## src/rtl/bpm_filter_pkg.sv

```systemverilog
// Shared definitions for the BPM-driven threshold filter: filter modes and
// the BPM-to-threshold mapping.
package bpm_filter_pkg;

    typedef enum logic [1:0] {
        MODE_BYPASS = 2'd0,
        MODE_ZERO   = 2'd1,
        MODE_BINARY = 2'd2,
        MODE_SUB    = 2'd3
    } mode_t;

    // Full-width product before the shift so large BPM values saturate instead of wrapping.
    function automatic logic [31:0] bpm_target(input logic [31:0] bpm, input int step,
                                               input int frac, input int bits);
        logic [63:0] prod_s;
        logic [63:0] max_s;
        prod_s = (64'(bpm) * 64'(unsigned'(step))) >> frac;
        max_s  = (64'd1 << bits) - 64'd1;
        if (prod_s > max_s) begin
            return max_s[31:0];
        end else begin
            return prod_s[31:0];
        end
    endfunction

endpackage

```

## src/rtl/thr_channel_op.sv

```systemverilog
// Combinational threshold operation on one colour channel; also flags
// whether the channel lies strictly above the threshold.
module thr_channel_op
    import bpm_filter_pkg::*;
#(
    parameter int BITS = 8
) (
    input  logic [BITS-1:0] pix,
    input  logic [BITS-1:0] thr,
    input  mode_t           mode,
    input  logic            enable,
    output logic [BITS-1:0] res,
    output logic            above
);

    // Mode selection; "above" is independent of mode so counting never depends on it.
    always_comb begin
        above = (pix > thr);
        res   = pix;
        if (!enable) begin
            res = pix;
        end else begin
            case (mode)
                MODE_BYPASS: res = pix;
                MODE_ZERO:   res = above ? pix : {BITS{1'b0}};
                MODE_BINARY: res = above ? {BITS{1'b1}} : {BITS{1'b0}};
                MODE_SUB:    res = above ? (pix - thr) : {BITS{1'b0}};
                default:     res = pix;
            endcase
        end
    end

endmodule

```

## src/rtl/bpm_threshold_pipe.sv

```systemverilog
// Registered pixel threshold filter whose threshold ramps once per frame
// toward a BPM-derived target, with a per-frame above-threshold pixel count.
module bpm_threshold_pipe
    import bpm_filter_pkg::*;
#(
    parameter int CHANNELS  = 3,
    parameter int BITS      = 8,
    parameter int MAX_BPM   = 200,
    parameter int FRAC      = 8,
    parameter int STEP_SIZE = ((1 << BITS) * (1 << FRAC)) / MAX_BPM,
    parameter int RAMP_STEP = 16,
    parameter int CNT_W     = 24
) (
    input  logic                         clk,
    input  logic                         reset,
    input  logic [CHANNELS*BITS-1:0]     pix_in,
    input  logic                         valid_in,
    input  logic                         sof_in,
    output logic                         module_ready,
    input  logic                         filter_enable,
    input  logic [1:0]                   mode,
    input  logic [$clog2(MAX_BPM+1)-1:0] BPM_estimate,
    output logic [CHANNELS*BITS-1:0]     pix_out,
    output logic                         valid_out,
    output logic                         sof_out,
    input  logic                         output_ready,
    output logic [BITS-1:0]              thr_current,
    output logic [CNT_W-1:0]             frame_above_count,
    output logic                         frame_above_valid
);

    localparam int MAXV = (1 << BITS) - 1;
    // A ramp step at or beyond full scale behaves like an immediate jump.
    localparam logic [BITS-1:0] RAMP_V = (RAMP_STEP > MAXV) ? BITS'(MAXV) : BITS'(RAMP_STEP);

    logic                     accept_s;
    logic [BITS-1:0]          tgt_s;
    logic [BITS-1:0]          diff_s;
    logic [BITS-1:0]          thr_next_s;
    logic [BITS-1:0]          thr_use_s;
    logic [CHANNELS*BITS-1:0] res_s;
    logic [CHANNELS-1:0]      above_s;
    logic                     above_any_s;
    logic [CNT_W-1:0]         run_cnt_r;
    logic                     seen_sof_r;

    assign module_ready = !valid_out || output_ready;
    assign accept_s     = valid_in && module_ready;
    assign tgt_s        = BITS'(bpm_target(32'(BPM_estimate), STEP_SIZE, FRAC, BITS));
    assign thr_use_s    = sof_in ? thr_next_s : thr_current;
    assign above_any_s  = |above_s;

    // Next threshold: move at most RAMP_V toward the target (or jump when ramping is off).
    always_comb begin
        diff_s     = {BITS{1'b0}};
        thr_next_s = tgt_s;
        if (RAMP_STEP == 0) begin
            thr_next_s = tgt_s;
        end else if (tgt_s >= thr_current) begin
            diff_s     = tgt_s - thr_current;
            thr_next_s = (diff_s <= RAMP_V) ? tgt_s : (thr_current + RAMP_V);
        end else begin
            diff_s     = thr_current - tgt_s;
            thr_next_s = (diff_s <= RAMP_V) ? tgt_s : (thr_current - RAMP_V);
        end
    end

    for (genvar c = 0; c < CHANNELS; c++) begin : g_ch
        thr_channel_op #(.BITS(BITS)) u_op (
            .pix    (pix_in[c*BITS +: BITS]),
            .thr    (thr_use_s),
            .mode   (mode_t'(mode)),
            .enable (filter_enable),
            .res    (res_s[c*BITS +: BITS]),
            .above  (above_s[c])
        );
    end

    // Output register, threshold state and per-frame counting.
    always_ff @(posedge clk or posedge reset) begin
        if (reset) begin
            pix_out           <= {(CHANNELS*BITS){1'b0}};
            valid_out         <= 1'b0;
            sof_out           <= 1'b0;
            thr_current       <= {BITS{1'b0}};
            frame_above_count <= {CNT_W{1'b0}};
            frame_above_valid <= 1'b0;
            run_cnt_r         <= {CNT_W{1'b0}};
            seen_sof_r        <= 1'b0;
        end else begin
            frame_above_valid <= 1'b0;
            if (accept_s) begin
                pix_out   <= res_s;
                sof_out   <= sof_in;
                valid_out <= 1'b1;
                if (sof_in) begin
                    thr_current <= thr_next_s;
                    seen_sof_r  <= 1'b1;
                    run_cnt_r   <= above_any_s ? CNT_W'(1'b1) : {CNT_W{1'b0}};
                    // Pixels seen before the first sof do not form a complete frame.
                    if (seen_sof_r) begin
                        frame_above_count <= run_cnt_r;
                        frame_above_valid <= 1'b1;
                    end else begin
                        frame_above_valid <= 1'b0;
                    end
                end else if (above_any_s && (run_cnt_r != {CNT_W{1'b1}})) begin
                    run_cnt_r <= run_cnt_r + CNT_W'(1'b1);
                end else begin
                    run_cnt_r <= run_cnt_r;
                end
            end else if (output_ready) begin
                valid_out <= 1'b0;
            end else begin
                valid_out <= valid_out;
            end
        end
    end

endmodule
```

## config.mk

```make
export PLATFORM = sky130hd
export DESIGN_NAME = bpm_threshold_pipe
export DESIGN_NICKNAME = d
export VERILOG_FILES = /design/src/rtl/bpm_filter_pkg.sv /design/src/rtl/thr_channel_op.sv /design/src/rtl/bpm_threshold_pipe.sv
export SDC_FILE = /design/constraint.sdc
export NUM_CORES = 1
export LEC_CHECK = 0
export CAP_MARGIN = 20
export CORE_MARGIN = 5
export CORE_UTILIZATION = 40
export DETAILED_ROUTE_END_ITERATION = 7
export DONT_BUFFER_PORTS = 1
export PLACE_DENSITY = 0.6
export SETUP_SLACK_MARGIN = 0.15
export SYNTH_ARGS = -nofsm -noshare
export SYNTH_HDL_FRONTEND = slang
export SYNTH_SLANG_ARGS = --single-unit
export TNS_END_PERCENT = 50
```

## constraint.sdc

```tcl
create_clock -name clk -period 5.4 [get_ports clk]
set_clock_uncertainty 0.2 [all_clocks]
set_input_delay 1.08 -clock clk [delete_from_list [all_inputs] [get_ports clk]]
set_output_delay 1.08 -clock clk [all_outputs]
set_load 0.005 [all_outputs]
```

==> metrics.md <==
| Metric | Value |
|---|---|
| Max-slew violations | 0 |
| Worst-case reg-to-reg path depth | 23 |
| Max VDD drop | 0.327 mV |
| Internal power | 0.00390 W |
| DR DRC count | 0 |
| Die ar. | 21600 um^2 |
| Clock sinks | 84 |
| Post-synthesis sequential area ratio | 0.281 |
| Setup-failing EPs final | 56 |
| Post-synth net total | 979 |
| Clk Latency, worst-skew pair | roughly 0.35 ns |
| Netlist cell types | 76 |
| Instance area after placement | 8840 um^2 |
| Setup CP Type | primary input to register |
| Final Hold Viols | 0 |
| WP data required | 5.48 ns |
| Tcrit/Tclk final | 1.54 |
| Routed vias/inst | 5.71 |
| Die width | around 150 um |
| WHS Endpoint | seen_sof_r |
| Switching power | 0.00303 W |
| Fmax | 120 MHz |
| Slowest CP cell | fa_1 |
| Worst setup SP type | primary input |
| Critical Path AT | 8.41 ns |
| Number of synthesized flops with an enable pin | 0 |
| Comb pwr share | 0.778 |
| Hold depth | 1 |
| Vias | 6980 |
| Slew @ Worst Pin | 0.977 ns |
| Share of post-route cells with drive strength above 1 | 0.342 |
| WHS | 0.276 ns |
| Hold buffers post-CTS | 0 |
| CTS Root Cell | clkbuf_16 |
| Fill cell count | 1630 |
| Largest net degree at the start of global routing | 46 |
| Gr ovfl total | 0 |
| RR Startpoint | thr_current[2] |
| Fin area | 10000 um^2 |
| Avg Synthesized Cell Area | approximately 8.9 um^2 |
| Final worst slack | -2.94 ns |
| Gate Count Post-Synth | 837 |
| CTS clk-pin slew, worst paths | 0.06 ns |
| N_diodes | 0 |
| Crit path max fanout | 7 |
| Failing checks | setup timing |
| Io pins | 100 |
| Final ANT Viol Nets | 0 |
| Layout Nets | between 1k and 1.5k |
| Worst-case clock buffer depth | 2 |
| CTS tree | yes |
| Sequential share of power | 0.120 |
| GP Congestion | about 0.84 |
| Drt initial violations | approximately 370 |
| Area delta synth->final | 33.5% |
| Critical path's most frequent cell | ha_4 |
| Synth warn | 0 |
| Asr flop ratio synth | 1.00 |
| Min cycle time layout | about 8.3 ns |
| Final wirelength | 21.1 mm |
| Initial antenna violation count | 0 |
| Slew HR | 0.347 |
| PwrDens | 694 nW/um^2 |
| RSZ-0062 raised after global routing | yes |
| Pre-CTS setup slack | -3.53 ns |
| Status | finished with violations |
| Post-DP HPWL | 15.7 mm |
| Post-synth top flop | dfrtp_1 |
| Die Y-Extent | 147 um |
| Num CTS Buffers | 9 |
| Number of max-cap violations | 0 |
| Syn Std Cell Area | 7490 um^2 |
| Reg2Reg Setup Slack | 0.40 ns |
| Placeable Area | 18600 um^2 |
| Largest stage delay, worst path | 0.58 ns |
| Worst Hold Class | register to register |
| Leakage | 4.52 nW |
| First-pass GRT wire length | 34.4 mm |
| Initial Utilization | 0.403 |
| Clock share of power | 0.102 |
| Kind of end point of the critical path | register |
| DR pass1 iterations | 5 |
| GRT Total Usage | 0.191 |
| WL/cell | 17.3 um |
| IO Port Bufs | 0 |
| Vias in the first global route | 6529 |
| Design Power | 0.00694 W |
| FF+latch count, synth | 84 |
| Hold Path Origin | seen_sof_r |
| FF-to-FF End | run_cnt_r[21] |
| FP Rows | 50 |
| H-tree lvl count | 3 |
| Sw frac | 0.437 |
logic make-up after synthesis:
group                    Yosys count  synth area share
adder cells (fa/ha/maj)          102             0.182
XOR/XNOR                          17            0.0199
AO/OA/AOI/OAI                    255             0.242
buffers and inverters             83            0.0444
flip-flops                        84             0.281
multiplexers                      34            0.0493
AND/OR/NAND/NOR                  262             0.181
cell usage after synthesis (all sizes together), types with 4 or more instances:
library cell,instances,area [um^2]
a211o,10,87.6
a211oi,10,90.1
a21boi,4,41.3
a21o,7,52.6
a21oi,47,246
a221o,4,40.0
a221oi,5,96.4
a31oi,9,56.3
and2,12,75.1
and3,10,62.6
buf,7,47.5
clkbuf,25,93.8
dfrtp,84,2100
fa,12,240
ha,90,1130
inv,50,188
mux2,23,259
mux2i,11,110
nand2,76,285
nand2b,14,87.6
nand3,28,145
nand4,14,93.8
nor2,43,166
nor2b,9,56.3
nor3,12,71.3
nor4,6,52.6
o211ai,9,67.6
o21a,12,90.1
o21ai,87,450
o21bai,4,30.0
o22ai,4,25.0
o311ai,6,67.6
o31ai,12,109
or2,6,37.5
or3,17,106
or4,5,37.5
xnor2,11,96.3
xor2,6,52.6
sequential cells by signal (all words and copies together) (netlist names):
signal / flops
thr_current: 8
seen_sof_r: 1
pix_out: 24
valid_out: 1
frame_above_valid: 1
frame_above_count: 24
sof_out: 1
run_cnt_r: 24
worst max-delay path, delay by kind of cell:
family / cells / cell delay, ns
AO/OA/AOI/OAI: 14 / 2.64
AND/OR/NAND/NOR: 7 / 1.29
adder cells (fa/ha/maj): 8 / 2.85
buffers and inverters: 4 / 0.54
layer usage:
metal	vias up	GRT usage	part of all wire
met5	-	0	0
met4	0	0.0357	0.012
met3	23	0.0457	0.063
met2	175	0.308	0.47
met1	3375	0.264	0.46
li1	3407	-	-
cell usage in the layout (no fill, tap or decap), types with 6 or more instances in the layout:
cell type / count
buf_4: 150
dfrtp_1: 84
ha_1: 75
nand2_1: 73
inv_1: 48
o21ai_0: 45
nor2_1: 33
a21oi_1: 32
o21ai_1: 30
nand3_1: 25
mux2_2: 23
or3_1: 16
buf_6: 14
nand4_1: 13
o21ai_2: 12
ha_4: 12
and2_1: 11
o21a_1: 11
nor2_2: 10
xnor2_1: 10
a211o_1: 10
a21oi_2: 10
and3_1: 10
mux2i_1: 10
nand2b_1: 9
o211ai_1: 9
fa_1: 9
clkbuf_16: 9
nor2b_1: 8
nor3_1: 8
a31oi_1: 7
o31ai_1: 6
a211oi_2: 6
xor2_1: 6
final cells by class:
type                    instances  area [um^2]  area share
multi-input cells             671         5750       0.575
flip-flops and latches         84         2100       0.210
repair buffers                166         1330       0.133
well taps                     234          293      0.0293
clock buffers                   9          225      0.0225
inverters                      51          195      0.0195
clock inverters                 7          106      0.0106
per-stage QoR:
| stage | util | instances | TNS, ns |
|---|---|---|---|
| global placement | 0.476 | 1171 | -165.23 |
| CTS | 0.519 | 1213 | -142.14 |
| floorplan | - | 837 | -145.29 |
| global route | 0.538 | 1222 | -156.21 |
| finish | 0.538 | 1222 | -140.27 |
| detailed placement | 0.476 | 1171 | -170.33 |
power groups by stage:
| stage | sequential [W] | combinational [W] | clock, W |
|---|---|---|---|
| finish | 0.000833 | 0.00540 | 0.000705 |
| global route | 0.000849 | 0.00585 | 0.000751 |
| CTS | 0.000835 | 0.00496 | 0.000721 |
| detailed placement | 0.000848 | 0.00423 | 0 |
| global placement | 0.000845 | 0.00420 | 0 |
| floorplan | 0.000826 | 0.00276 | 0 |
what timing repair did:
action / in CTS / in global routing
gates cloned: 2 / 0
buffers inserted: 24 / 9
pin swaps: 41 / 44
setup endpoints to repair: 56 / 56
gates resized for setup: 71 / 66
worst max path at each step:
| stage | start | to | cells after the start |
|---|---|---|---|
| floorplan | BPM_estimate[5] | run_cnt_r[18] | 31 |
| global placement | BPM_estimate[5] | run_cnt_r[13] | 29 |
| detailed placement | BPM_estimate[5] | run_cnt_r[13] | 29 |
| CTS | BPM_estimate[5] | run_cnt_r[23] | 33 |
| global route | BPM_estimate[5] | run_cnt_r[5] | 37 |
| finish | BPM_estimate[5] | run_cnt_r[21] | 33 |
(Power assumes the default switching activity.)
